## src/rtl/env_follower_if.sv

```systemverilog
// Sample/config bus into the envelope follower and the envelope/gate result bus out of it.
interface env_follower_if;
  logic       sample_valid;
  logic [7:0] sample;
  logic [7:0] ai;
  logic [7:0] ri;
  logic [7:0] thr_on;
  logic [7:0] thr_off;
  logic [7:0] hold;
  logic [7:0] envelope;
  logic       gate;
  logic       env_valid;

  modport master (
    output sample_valid, sample, ai, ri, thr_on, thr_off, hold,
    input  envelope, gate, env_valid
  );

  modport slave (
    input  sample_valid, sample, ai, ri, thr_on, thr_off, hold,
    output envelope, gate, env_valid
  );
endinterface

```

## src/rtl/env_follower.sv

```systemverilog
// Peak envelope follower with attack/release slew limits and a hysteretic note gate with hold.
module env_follower (
  input  logic          clk,
  input  logic          rst,
  env_follower_if.slave bus
);
  localparam int unsigned DW = 8;
  localparam int unsigned MW = 7;

  typedef enum logic [1:0] {
    S_OFF  = 2'b00,
    S_ON   = 2'b01,
    S_HOLD = 2'b10
  } state_t;

  state_t        state_q, state_d;
  logic [DW-1:0] env_q, env_d;
  logic [DW-1:0] cnt_q, cnt_d;
  logic          gate_q, gate_d;
  logic          vld_q;

  logic [MW-1:0]        mag_c;
  logic [DW:0]          sum_c;
  logic signed [DW+1:0] diff_c;
  logic [DW-1:0]        new_env_c;

  // |sample| with -128 clamped to 127
  always_comb begin
    mag_c = '0;
    if (bus.sample == 8'h80) begin
      mag_c = 7'h7f;
    end else if (bus.sample[DW-1]) begin
      mag_c = MW'(~bus.sample + 8'd1);
    end else begin
      mag_c = MW'(bus.sample);
    end
  end

  // Slew-limited step toward mag; widened arithmetic keeps the clamp exact
  always_comb begin
    sum_c     = {1'b0, env_q} + {1'b0, bus.ai};
    diff_c    = $signed({2'b00, env_q}) - $signed({2'b00, bus.ri});
    new_env_c = env_q;
    if ({1'b0, mag_c} > env_q) begin
      new_env_c = (sum_c > {2'b00, mag_c}) ? {1'b0, mag_c} : sum_c[DW-1:0];
    end else if ({1'b0, mag_c} < env_q) begin
      new_env_c = (diff_c < $signed({3'b000, mag_c})) ? {1'b0, mag_c} : diff_c[DW-1:0];
    end
  end

  // Gate FSM next state; decisions use this edge's new envelope
  always_comb begin
    state_d = state_q;
    cnt_d   = cnt_q;
    env_d   = env_q;
    if (bus.sample_valid) begin
      env_d = new_env_c;
    end
    case (state_q)
      S_OFF: begin
        if (bus.sample_valid && (new_env_c >= bus.thr_on)) begin
          state_d = S_ON;
        end
      end
      S_ON: begin
        if (bus.sample_valid && (new_env_c < bus.thr_off)) begin
          state_d = (bus.hold == '0) ? S_OFF : S_HOLD;
          cnt_d   = bus.hold;
        end
      end
      S_HOLD: begin
        if (bus.sample_valid) begin
          if (new_env_c >= bus.thr_on) begin
            state_d = S_ON;
            cnt_d   = '0;
          end else if (cnt_q <= 8'd1) begin
            state_d = S_OFF;
            cnt_d   = '0;
          end else begin
            cnt_d = cnt_q - 8'd1;
          end
        end
      end
      default: begin
        state_d = S_OFF;
        cnt_d   = '0;
      end
    endcase
    gate_d = (state_d == S_ON) || (state_d == S_HOLD);
  end

  always_ff @(posedge clk or posedge rst) begin
    if (rst) begin
      state_q <= S_OFF;
      cnt_q   <= '0;
      env_q   <= '0;
      gate_q  <= 1'b0;
      vld_q   <= 1'b0;
    end else begin
      state_q <= state_d;
      cnt_q   <= cnt_d;
      env_q   <= env_d;
      gate_q  <= gate_d;
      vld_q   <= bus.sample_valid;
    end
  end

  assign bus.envelope  = env_q;
  assign bus.gate      = gate_q;
  assign bus.env_valid = vld_q;
endmodule
```

## src/flat_wrapper.sv

```systemverilog
// flat-port wrapper written by rule: the top's interface ports become plain ports
module env_follower_flat 
  (clk, rst, bus_sample_valid, bus_sample, bus_ai, bus_ri, bus_thr_on, bus_thr_off, bus_hold, bus_envelope, bus_gate, bus_env_valid);
  env_follower_if bus_i ();
  input  logic clk;
  input  logic rst;
  input wire logic [$bits(bus_i.sample_valid)-1:0] bus_sample_valid;
  input wire logic [$bits(bus_i.sample)-1:0] bus_sample;
  input wire logic [$bits(bus_i.ai)-1:0] bus_ai;
  input wire logic [$bits(bus_i.ri)-1:0] bus_ri;
  input wire logic [$bits(bus_i.thr_on)-1:0] bus_thr_on;
  input wire logic [$bits(bus_i.thr_off)-1:0] bus_thr_off;
  input wire logic [$bits(bus_i.hold)-1:0] bus_hold;
  output wire logic [$bits(bus_i.envelope)-1:0] bus_envelope;
  output wire logic [$bits(bus_i.gate)-1:0] bus_gate;
  output wire logic [$bits(bus_i.env_valid)-1:0] bus_env_valid;
  assign bus_i.sample_valid = bus_sample_valid;
  assign bus_i.sample = bus_sample;
  assign bus_i.ai = bus_ai;
  assign bus_i.ri = bus_ri;
  assign bus_i.thr_on = bus_thr_on;
  assign bus_i.thr_off = bus_thr_off;
  assign bus_i.hold = bus_hold;
  assign bus_envelope = bus_i.envelope;
  assign bus_gate = bus_i.gate;
  assign bus_env_valid = bus_i.env_valid;
  env_follower u_core (.clk(clk), .rst(rst), .bus(bus_i));
endmodule
```

## config.mk

```make
export PLATFORM = sky130hd
export DESIGN_NAME = env_follower_flat
export DESIGN_NICKNAME = d
export VERILOG_FILES = /design/src/rtl/env_follower_if.sv /design/src/rtl/env_follower.sv /design/src/flat_wrapper.sv
export SDC_FILE = /design/constraint.sdc
export NUM_CORES = 1
export LEC_CHECK = 0
export BUFFER_PORTS_ARGS = -buffer_cell sky130_fd_sc_hd__buf_2
export CAP_MARGIN = 15
export CORE_AREA = 2 2 106 108
export DETAILED_ROUTE_END_ITERATION = 16
export DIE_AREA = 0 0 108 110
export PLACE_DENSITY = 0.46
export SYNTH_ARGS = -nofsm -noshare
export SYNTH_HDL_FRONTEND = slang
export SYNTH_SLANG_ARGS = --single-unit
```

## constraint.sdc

```tcl
create_clock -name clk -period 13.1 [get_ports clk]
set_clock_uncertainty 0.1 [all_clocks]
set_input_delay 1.31 -clock clk [delete_from_list [all_inputs] [get_ports clk]]
set_output_delay 1.31 -clock clk [all_outputs]
set_load 0.05 [all_outputs]
```

# Word level (Yosys, flattened, before mapping)
# Cells that the tools add are included.
[classes]
eq_ne = 7
n_bitwise = 2
addsub = 4
magnitude_cmp = 7
mux = 18
reduce_logical = 6
[op_table]
columns = ["cell", "count"]
rows = [
  ["2-to-1 mux 8 bit", 8],
  ["one-hot mux 8 bit (3 select lines)", 1],
  ["2-to-1 mux 7 bit", 2],
  ["2-to-1 mux 2 bit", 6],
  ["< comparator 10 x 8 -> 1 bit", 1],
  ["adder 8 x 8 -> 9 bit", 1],
  ["> comparator 9 x 7 -> 1 bit", 1],
  ["subtractor 8 x 8 -> 9 bit", 1],
  ["== test 8 bit (second input constant)", 1],
  ["greater-or-equal comparator 8 bit", 1],
  ["> comparator 7 x 8 -> 1 bit", 1],
  ["<= comparator 8 x 1 -> 1 bit (second input constant)", 1],
  ["zero test 8 bit", 1],
  ["< comparator 7 x 8 -> 1 bit", 1],
  ["< comparator 8 bit", 1],
  ["subtractor 8 x 1 -> 8 bit (second input constant)", 1],
  ["adder 7 x 1 -> 7 bit (second input constant)", 1],
  ["inverter 7 bit", 1],
  ["one-hot mux 2 bit (3 select lines)", 1],
  ["== test 2 x 1 -> 1 bit (second input constant)", 2],
  ["== test 2 bit (second input constant)", 2],
  ["AND reduction 3 bit", 1],
  ["logical AND 1 bit", 2],
  ["zero test 2 bit", 1],
  ["other kinds (4)", 4],
]
[totals]
out_inout_bits = 10
regBits = 20
input_bits = 51

# Longest topological paths before layout
# Gate-level depths: netlist of run 1.
[depth]
ltp_word = 14
depth_mapped = 28
depth_no_buf = 26

# Worst setup path after synthesis of run 1
# Ideal clock, no wire load.
[synth_timing]
kind = "input to register"
from = "input port bus_sample[0]"
to = "register u_core.gate_q, in the netlist u_core.bus.gate"
arrival_time_ps = 6388
setup_slack_ps = 6492
stages = 25
required_ps = 12880
path_buffers = 2
setup_ps = 120
path_cell_list = "inv_1 ha_1 or3b_1 or4_1 clkbuf_1 o21ai_0 inv_1 ha_1 o211ai_1 a2111oi_0 a211oi_2 nor3b_2 nor2_1 mux2_2 a21oi_1 a21oi_1 ha_1 nand3_1 or2_2 clkbuf_1 or3_1 a211o_1 nand4b_1 a31oi_1 a31o_1"
[synth_via]
elab_chain_cells = 14
elab_cells_between_ends = 25
[synth_rtl]
columns = ["element", "line", "text"]
rows = [
  ["start: declaration", "flat_wrapper.sv:8", "input wire logic [$bits(bus_i.sample)-1:0] bus_sample;"],
  ["inverter 7 bit", "env_follower.sv:33", "mag_c = MW'(~bus.sample + 8'd1);"],
  ["adder 7 x 1 -> 7 bit", "env_follower.sv:33", ""],
  ["2-to-1 mux 7 bit", "env_follower.sv:32", "end else if (bus.sample[DW-1]) begin"],
  ["2-to-1 mux 7 bit (*)", "env_follower.sv:30", "if (bus.sample == 8'h80) begin"],
  ["< comparator 10 x 8 -> 1 bit", "env_follower.sv:47", "new_env_c = (diff_c < $signed({3'b000, mag_c})) ? {1'b0, mag_c} : diff_c[DW-1:0];"],
  ["2-to-1 mux 8 bit", "env_follower.sv:47", ""],
  ["2-to-1 mux 8 bit", "env_follower.sv:46", "end else if ({1'b0, mag_c} < env_q) begin"],
  ["2-to-1 mux 8 bit (*)", "env_follower.sv:44", "if ({1'b0, mag_c} > env_q) begin"],
  ["via u_core.new_env_c[6]", "env_follower.sv:25", "logic [DW-1:0] new_env_c;"],
  ["greater-or-equal comparator 8 bit / < comparator 8 bit (equally long branches)", "env_follower.sv:61, env_follower.sv:73, env_follower.sv:66", ""],
  ["2-to-1 mux 2 bit (tied with other cells)", "env_follower.sv:73", "if (new_env_c >= bus.thr_on) begin"],
  ["2-to-1 mux 2 bit (on tied branches)", "env_follower.sv:72, env_follower.sv:61, env_follower.sv:66", ""],
  ["one-hot mux 2 bit (3 select lines) (*)", "env_follower.sv:59", "case (state_q)"],
  ["== test 2 x 1 -> 1 bit / == test 2 bit (equally long branches)", "env_follower.sv:89", "gate_d = (state_d == S_ON) || (state_d == S_HOLD);"],
  ["logical OR 1 bit (*)", "env_follower.sv:89", ""],
  ["via u_core.gate_d", "env_follower.sv:19", "logic gate_q, gate_d;"],
  ["end signal: assignment", "env_follower.sv:103", "gate_q <= gate_d;"],
  ["end: declaration", "env_follower.sv:19", ""],
]
# Mark *: on every way through the listed nets, which the timed path passes. The rest lies on a longest branch.
# A chain may end at the register's enable or synchronous reset.

# Worst setup path after layout of run 1
[layout_timing]
from = "input port bus_sample[0]"
to = "register u_core.cnt_q[0]"
[layout_via]
elab_chain_cells = 12
elab_cells_between_ends = 21
[layout_rtl]
columns = ["element", "line", "text"]
rows = [
  ["inverter 7 bit", "env_follower.sv:33", ""],
  ["adder 7 x 1 -> 7 bit", "env_follower.sv:33", ""],
  ["2-to-1 mux 7 bit", "env_follower.sv:32", ""],
  ["2-to-1 mux 7 bit (*)", "env_follower.sv:30", ""],
  ["< comparator 10 x 8 -> 1 bit", "env_follower.sv:47", ""],
  ["2-to-1 mux 8 bit", "env_follower.sv:47", ""],
  ["2-to-1 mux 8 bit", "env_follower.sv:46", ""],
  ["2-to-1 mux 8 bit (*)", "env_follower.sv:44", ""],
  ["via u_core.new_env_c[2]", "env_follower.sv:25", ""],
  ["greater-or-equal comparator 8 bit / < comparator 8 bit (equally long branches)", "env_follower.sv:73, env_follower.sv:66", ""],
  ["2-to-1 mux 8 bit / logical AND 1 bit (equally long branches)", "env_follower.sv:73, env_follower.sv:66", ""],
  ["2-to-1 mux 8 bit / inequality test 2 x 1 -> 1 bit (equally long branches)", "n/a", ""],
  ["one-hot mux 8 bit (3 select lines) / AND reduction 3 bit (equally long branches)", "n/a", ""],
  ["end signal: assignment", "env_follower.sv:101", "cnt_q <= cnt_d;"],
  ["end: declaration", "env_follower.sv:18", "logic [DW-1:0] cnt_q, cnt_d;"],
]
# Mark *: on every way through the listed nets, which the timed path passes. The rest lies on a longest branch. The select of a mux whose other input is x is not followed.

==> impl_metrics.ini, run 1 <==
[clocking]
htree_levels = 1
postCtsSetupBuffers = 0
cts_made_buffers = 3
clk_pin_slew_ps = 90
clock_path_buffers = 2
hold_buffers = 0
cts_tree = built
clock-root-buffer = clkbuf_8
cts_num_sinks = 20
cts_resized = 0
clk_latency_ps = 270

[job]
maxCapViolations = 0

[critical_path]
crit_required_ps = 13190
critical_path_arrival_ps = 7630
cp-start-kind = input pin
endpoint_kind = flip-flop
rr_endpoint = u_core.cnt_q[0]
worstPathMaxFanout = 12
crit_path_end = u_core.cnt_q[0]
reg2reg_slack_ps = 6560
critical_path.startpoint = bus_sample[0]
r2r_start = u_core.bus.envelope[0]
reg2reg_depth = 26
path_class = in2reg

[detailed_routing]
ant_nets = 0
wire_per_inst_um = 15.48
drc = 0
firstDrtPassIters = 4
routed_via_density = 5.283
via_count = 3122
drt_iter0_markers = 135
wirelength_mm = 9.148

[yosys]
synth_top_area_cell = ha_1
synthCells = 394
yosys_warnings = 0
synth_top_area_share_pct = 22.93
ys_ff_latch = 20
synthesis.nets = 505
synth-seq-area-share_pct = 15.82
synthFlopType = dfrtp_1
syn_area_um2 = 3164
synth_edf_count = 0
synth_area_leaders = ha_1 (23%), dfrtp_1 (16%), inv_1 (6.9%)
avgSynthCellArea_um2 = 8.031
synth.distinct_cells = 53
synth-async-reset-ratio_pct = 100.0

[placed_design]
port_buffers = 60
dpl.hpwl_mm = 7.850
place_area_um2 = 3606
place_congestion = 0.8754

[final_layout]
antenna_cells = 0
syn_to_final_growth_pct = 16.21
final_layout_size_suffix_gt1_share_pct = 17.29
fillers = 1148
final_area_um2 = 3677
fin_nets = 563

[sta]
clock.fmax_ghz = 0.1326
min_period_ps = 7539
rsz0062_at_grt = no
setup_violations = 0
tightest_slew_ps = 949.1
tns_ps = 0
relSlewSlack_pct = 36.30
slew_violations = 0
period_share_pct = 57.55
hold_viol = 0

[floorplan]
start_util_pct = 29.58
die_w_um = 108
row_count = 38
core-area_um2 = 10700
die_y_um = 110
design.die.area_um2 = 11880
io_pins = 61

[power]
irDropWorstVdd_mv = 0.1569
power.total_uw = 1064
leakagePower_uw = 0.001798
power_density_nw_per_um2 = 289.3

[global_route]
grt_antenna_before_repair = 0
grt_pass1_vias = 3064
grt_pass1_wl_mm = 14.78
grt_max_degree = 21
grt_util_all_layers_pct = 15.75
grt_overflow_total = 0

[outcome]
outcome = completed

[worst_hold_path]
hp-class = reg2reg
## through the flow
step	utilization (%)	std cells	hold WS, ps	setup WS (ps)
floorplan	-	394	370.4	6492
global placement	33.71	587	411.2	5411
detailed placement	33.71	587	400.5	5321
CTS	34.37	591	425.7	5617
global route	34.37	591	442.4	5156
finish	34.37	591	428.8	5561
## final cells by class
type / count / area (um^2) / area share, %
Clock inverter: 1 / 30.03 / 0.8166
Multi-Input combinational cell: 309 / 2412 / 65.60
Sequential cell: 20 / 500.5 / 13.61
Timing Repair Buffer: 60 / 300.3 / 8.166
Inverter: 58 / 217.7 / 5.920
Clock buffer: 3 / 41.29 / 1.123
Tap cell: 140 / 175.2 / 4.764
## cells by family (layout without fill, tap and decap cells)
| kind of cell | Yosys count | in the layout | share of synthesized area (%) |
|---|---|---|---|
| AOI/OAI and AO/OA | 118 | 118 | 25.82 |
| xor gates and xnor gates | 14 | 14 | 3.875 |
| adders and majority gates | 60 | 60 | 24.20 |
| buffers and inverters | 65 | 122 | 7.948 |
| DFF | 20 | 20 | 15.82 |
| muxes | 19 | 19 | 6.366 |
| and+or+nand+nor | 98 | 98 | 15.97 |
## cell usage after synthesis (all sizes together) (4+ instances only)
library cell,instances
o21bai,5
xor2,4
o21a,4
a32oi,5
nand2b,7
mux2,9
a31oi,6
clkbuf,6
o2bb2ai,4
xnor2,10
or4,4
nor2,21
nand3,14
a211oi,7
a21o,9
nor3,7
mux2i,10
ha,58
o211ai,11
and3,4
nand4,4
nor4,5
nand2,20
dfrtp,20
inv,58
a21oi,25
o22ai,4
o21ai,19
## report_power, final
| part | leakage (uW) | internal, uW | switching (uW) |
|---|---|---|---|
| Sequential | 0.000257 | 84.8 | 40.5 |
| Clock | 0.0000357 | 40.9 | 23.0 |
| Combinational | 0.00151 | 352 | 522 |
## critical path, stage by stage
cell and delay (ps):
buf_2 110, inv_1 70, ha_1 160, or3b_1 390, or4_1 620, o21ai_0 340, inv_1 160, ha_1 340
o211ai_1 110, a2111oi_0 400, a211oi_2 90, nor3b_2 190, nor2_1 480, mux2i_1 170, mux2_2 290, mux2i_1 300
ha_1 320, a21o_1 180, a21o_1 170, a21oi_1 240, o221ai_1 250, nand2_1 150, o311a_1 400, nand2_1 210
o22ai_1 170
## routing by layer
layer / up-vias / GRT usage, % / wire (um)
li1: 1577 / - / -
met4: 0 / 4.029 / 151
met5: - / 0 / 0
met1: 1438 / 19.20 / 4014
met2: 92 / 29.34 / 4516
met3: 15 / 1.881 / 466
## flip-flops by register name, summed over array words and instances, names as in the netlist
signal                cells
u_core.bus.gate           1
u_core.bus.env_valid      1
u_core.bus.envelope       8
u_core.state_q            2
u_core.cnt_q              8
## cells in the final DEF (no fill, tap or decap), types with 5 or more instances in the layout
master and n:
a211oi_1 6, a21o_1 9, a21oi_1 25, a31oi_1 6
buf_2 60, dfrtp_1 20, ha_1 58, inv_1 58
mux2_2 9, mux2i_1 10, nand2_1 20, nand2b_1 7
nand3_1 14, nor2_1 21, nor3_1 7, nor4_1 5
o211ai_1 11, o21ai_0 15, o21bai_1 5, xnor2_1 10
## worst min-delay path by stage
stage	start	to	slack [ps]	depth (start not counted)
2_1_floorplan	u_core.cnt_q[5]	u_core.cnt_q[5]	370	1
3_3_place_gp	u_core.cnt_q[5]	u_core.cnt_q[5]	410	1
3_5_place_dp	u_core.cnt_q[5]	u_core.cnt_q[5]	400	1
4_1_cts	u_core.cnt_q[5]	u_core.cnt_q[5]	430	1
5_1_grt	u_core.cnt_q[5]	u_core.cnt_q[5]	440	1
6_report	u_core.cnt_q[5]	u_core.cnt_q[5]	430	1
No activity file was read; power rests on OpenSTA's default activity.
==> run 2: changes to the inputs <==
PLACE_DENSITY = 0.48   (was 0.46)
clock period = 6.7 ns   (was 13.1 ns; I/O delays follow)
==> impl_metrics.ini, run 2 (synthesis results as in run 1) <==
[critical_path]
crit_required_ps = 6750
reg2reg_depth = 26
worstPathMaxFanout = 12
endpoint_kind = flip-flop
critical_path_arrival_ps = 6260
path_class = in2reg
cp-start-kind = input pin

[power]
leakagePower_uw = 0.001844
power_density_nw_per_um2 = 572.5
irDropWorstVdd_mv = 0.1779
power.total_uw = 2149

[detailed_routing]
wirelength_mm = 9.227
routed_via_density = 5.247
via_count = 3148
drc = 0
wire_per_inst_um = 15.38
drt_iter0_markers = 152
firstDrtPassIters = 5
ant_nets = 0

[sta]
hold_slack_ps = 427.4
relSlewSlack_pct = 46.16
setup_violations = 0
clock.fmax_ghz = 0.1610
tightest_slew_ps = 806.7
slew_violations = 0
rsz0062_at_grt = no
hold_viol = 0
min_period_ps = 6210
period_share_pct = 92.69

[floorplan]
die_w_um = 108
start_util_pct = 29.58
io_pins = 61
die_y_um = 110
row_count = 38
core-area_um2 = 10700
design.die.area_um2 = 11880

[job]
maxCapViolations = 0

[final_layout]
multiInputGateArea_um2 = 2421
layout_common_cells = buf_2 (60), inv_1 (58), ha_1 (58)
final_layout_size_suffix_gt1_share_pct = 19.57
final_util_pct = 35.09
final_common_cell = buf_2
fillers = 1156
regArea_um2 = 500.5
antenna_cells = 0
fin_nets = 572
syn_to_final_growth_pct = 18.62

[clocking]
cts_num_sinks = 20
cts_made_buffers = 3
cts_tree = built
clock_path_buffers = 2
clk_pin_slew_ps = 90
htree_levels = 1
clk_latency_ps = 260
clock-root-buffer = clkbuf_8

[placed_design]
dpl.hpwl_mm = 7.816
place_congestion = 0.9056
port_buffers = 60

[outcome]
outcome = completed

[global_route]
grt_util_all_layers_pct = 15.68
grt_pass1_wl_mm = 14.75
grt_max_degree = 21
grt_pass1_vias = 3041
grt_antenna_before_repair = 0
grt_overflow_total = 0

[worst_hold_path]
hp-class = reg2reg
min_path_cells = 1
==> run 2: cell types whose count changed in the layout (fill, tap and decap cells not counted) <==
cell,delta
o21ai_2,+1
o311a_2,+1
nor2_1,-1
a2111oi_1,+1
o21ai_0,-1
nor2_2,+1
buf_4,+9
a2111oi_0,-1
o311a_1,-1
==> run 2: worst paths after layout <==
kind / from / endpoint / slack [ps]
setup / recovery: bus_sample[0] / u_core.cnt_q[0] / 490
hold / removal: u_core.cnt_q[5] / u_core.cnt_q[5] / 430
setup reg to reg: u_core.bus.envelope[0] / u_core.cnt_q[0] / 740
hold reg to reg: u_core.cnt_q[5] / u_core.cnt_q[5] / 430
max in group asynchronous: rst / u_core.bus.envelope[2] / 5550
min in group asynchronous: rst / u_core.cnt_q[3] / 440
==> run 2: metal layers <==
metal / GRT usage, % / routed length [um] / share of wire [%]
met2: 28.39 / 4411 / 48
met5: 0 / 0 / 0
met1: 19.94 / 4301 / 47
met3: 1.587 / 312 / 3.4
met4: 4.029 / 201 / 2.2
==> run 2: report_power, final <==
group	total [uW]	internal, uW	leakage [uW]	switching [uW]
clock network	126	79.8	0.0000357	46.6
registers	236	166	0.000257	69.9
logic	1790	739	0.00155	1050
total	2150	985	0.00184	1160
==> run 2: worst max-delay path, stage by stage <==
cell and delay [ps]:
buf_2 110, inv_1 70, ha_1 160, or3b_1 400, or4_1 650, o21ai_0 220
inv_1 160, ha_1 330, inv_1 50, a2111oi_1 420, a211oi_2 90, nor3b_2 190
nor2_1 110, buf_4 170, mux2_2 340, a21oi_1 150, mux2i_1 160, ha_1 340
nand4_1 100, or2_2 340, o221ai_1 360, nand2_1 120, o311a_2 230, nand2_1 190
o22ai_1 100
==> run 2: cell type report <==
class                      count  area share [%]
sequential                    20           13.33
tap                          140           4.667
clock inverter                 1          0.8000
multi-input combinational    309           64.50
inverter                      58           5.800
timing repair buffer          69           9.800
clock buffer                   3           1.100
==> run 2: per-stage QoR <==
| step | instance area (um^2) | setup WS, ps | TNS, ps | cells |
|---|---|---|---|---|
| finish | 3754 | 489.9 | 0 | 600 |
| floorplan | 3164 | 732.3 | 0 | 394 |
| detailed placement | 3674 | -47.48 | -146.8 | 596 |
| global route | 3754 | 11.56 | 0 | 600 |
| CTS | 3745 | 259.3 | 0 | 600 |
| global placement | 3674 | 80.16 | 0 | 596 |
==> run 2: repair_timing <==
item	4_1_cts	5_1_grt
gates resized for setup	0	5
endpoints found under the setup margin	0	10
buffers inserted	0	0
hold buffers	0	0
==> run 3: changes to the inputs <==
MAX_ROUTING_LAYER = met4   (was not set)
PLACE_DENSITY = 0.46   (was 0.48)
clock period = 6.85 ns   (was 6.7 ns; I/O delays follow)
==> impl_metrics.ini, run 3 (synthesis results as in run 1) <==
[detailed_routing]
routed_via_density = 5.216
drt_iter0_markers = 152
route.met3.wl_um = 291
drc = 0
wl_met1_mm = 4.113
via_count = 3135
ant_nets = 0
topRoutingLayerUsed = met4
wirelength_mm = 9.254
wl_met2_mm = 4.758
wire_per_inst_um = 15.40
firstDrtPassIters = 4

[power]
power_density_nw_per_um2 = 554.8
irDropWorstVdd_mv = 0.2636
leakagePower_uw = 0.001848

[floorplan]
start_util_pct = 29.58
io_pins = 61
row_count = 38
die_w_um = 108
die_y_um = 110
design.die.area_um2 = 11880
core-area_um2 = 10700

[critical_path]
path_class = in2reg
critical_path_arrival_ps = 6400
endpoint_kind = flip-flop
crit_required_ps = 6900
worstPathMaxFanout = 12
cp-start-kind = input pin

[global_route]
grt_pass1_vias = 3150
grt_pass1_wl_mm = 15.21
grt_antenna_before_repair = 0
grt_max_degree = 21
grt_util_all_layers_pct = 16.55
grt_overflow_total = 0

[final_layout]
fin_nets = 573
layout_common_cells = buf_2 (60), inv_1 (58), ha_1 (58)
syn_to_final_growth_pct = 18.62
final_common_cell = buf_2
final_layout_size_suffix_gt1_share_pct = 19.31
antenna_cells = 0
final_util_pct = 35.09

[clocking]
cts_tree = built
cts_resized = 0
cts_num_sinks = 20
clk_pin_slew_ps = 90
clock-root-buffer = clkbuf_8
htree_levels = 1
hold_buffers = 0
cts_made_buffers = 3
postCtsSetupBuffers = 0
clk_latency_ps = 270
clock_path_buffers = 2

[sta]
setup_violations = 0
tns_ps = 0
min_period_ps = 6348
rsz0062_at_grt = no
tightest_slew_ps = 816.5
period_share_pct = 92.67
slew_violations = 0
hold_viol = 0
relSlewSlack_pct = 45.51
clock.fmax_ghz = 0.1575

[job]
maxCapViolations = 0

[outcome]
outcome = completed

[placed_design]
port_buffers = 60
dpl.hpwl_mm = 8.083
place_congestion = 0.9447

[worst_hold_path]
hp-class = reg2reg
-- run 3: final cells by class --
type                            instances  area, um^2
Multi-Input combinational cell        309        2414
Clock buffer                            3       41.29
Clock inverter                          1       30.03
Inverter                               58       217.7
Timing Repair Buffer                   70       375.4
Tap cell                              140       175.2
Sequential cell                        20       500.5
Fill cell                            1161        6944
-- run 3: worst paths after layout --
path | start | end | slack, ps | cells after the start
hold / removal | u_core.cnt_q[5] | u_core.cnt_q[5] | 450 | 1
setup reg to reg | u_core.bus.envelope[0] | u_core.cnt_q[0] | 830 | 26
max in group asynchronous | rst | u_core.bus.envelope[1] | 5670 | 2
setup / recovery | bus_sample[0] | u_core.cnt_q[0] | 500 | 25
hold reg to reg | u_core.cnt_q[5] | u_core.cnt_q[5] | 450 | 1
min in group asynchronous | rst | u_core.bus.env_valid | 460 | 2
-- run 3: worst max-delay path: stages --
cell       delay [ps]
buf_2             120
inv_1              80
ha_1              170
or3b_1            400
or4_1             650
o21ai_0           210
inv_1             180
ha_1              330
inv_1              50
a2111oi_0         490
a211oi_2           90
nor3b_2           190
nor2_1            110
buf_4             170
mux2_2            340
a21oi_1           190
a21oi_1           150
ha_1              320
nand3_1            90
or2_2             360
o221ai_1          360
nand2_1           130
o311a_2           240
nand2_1           190
o22ai_1           110
-- run 3: layer usage --
metal / track usage, % / up-vias
met5: - / -
met4: 2.839 / 0
met3: 1.470 / 8
met2: 30.50 / 71
met1: 19.96 / 1470
li1: - / 1586
-- run 3: per-stage QoR --
| step | instance area (um^2) | worst slack [ps] | hold slack [ps] | std cells | power (uW) |
|---|---|---|---|---|---|
| detailed placement | 3681 | 154.3 | 408.7 | 597 | 1967 |
| finish | 3754 | 502.0 | 452.2 | 601 | 2083 |
| floorplan | 3164 | 867.3 | 370.4 | 394 | 1503 |
| CTS | 3752 | 452.0 | 434.5 | 601 | 2099 |
| global placement | 3681 | 321.6 | 412.5 | 597 | 1973 |
| global route | 3754 | 60.70 | 460.8 | 601 | 2325 |
-- run 3: power by group --
part / total [uW] / internal [uW] / switching (uW)
Combinational: 1730 / 716 / 1020
Clock: 122 / 78.1 / 43.7
Sequential: 227 / 162 / 64.3
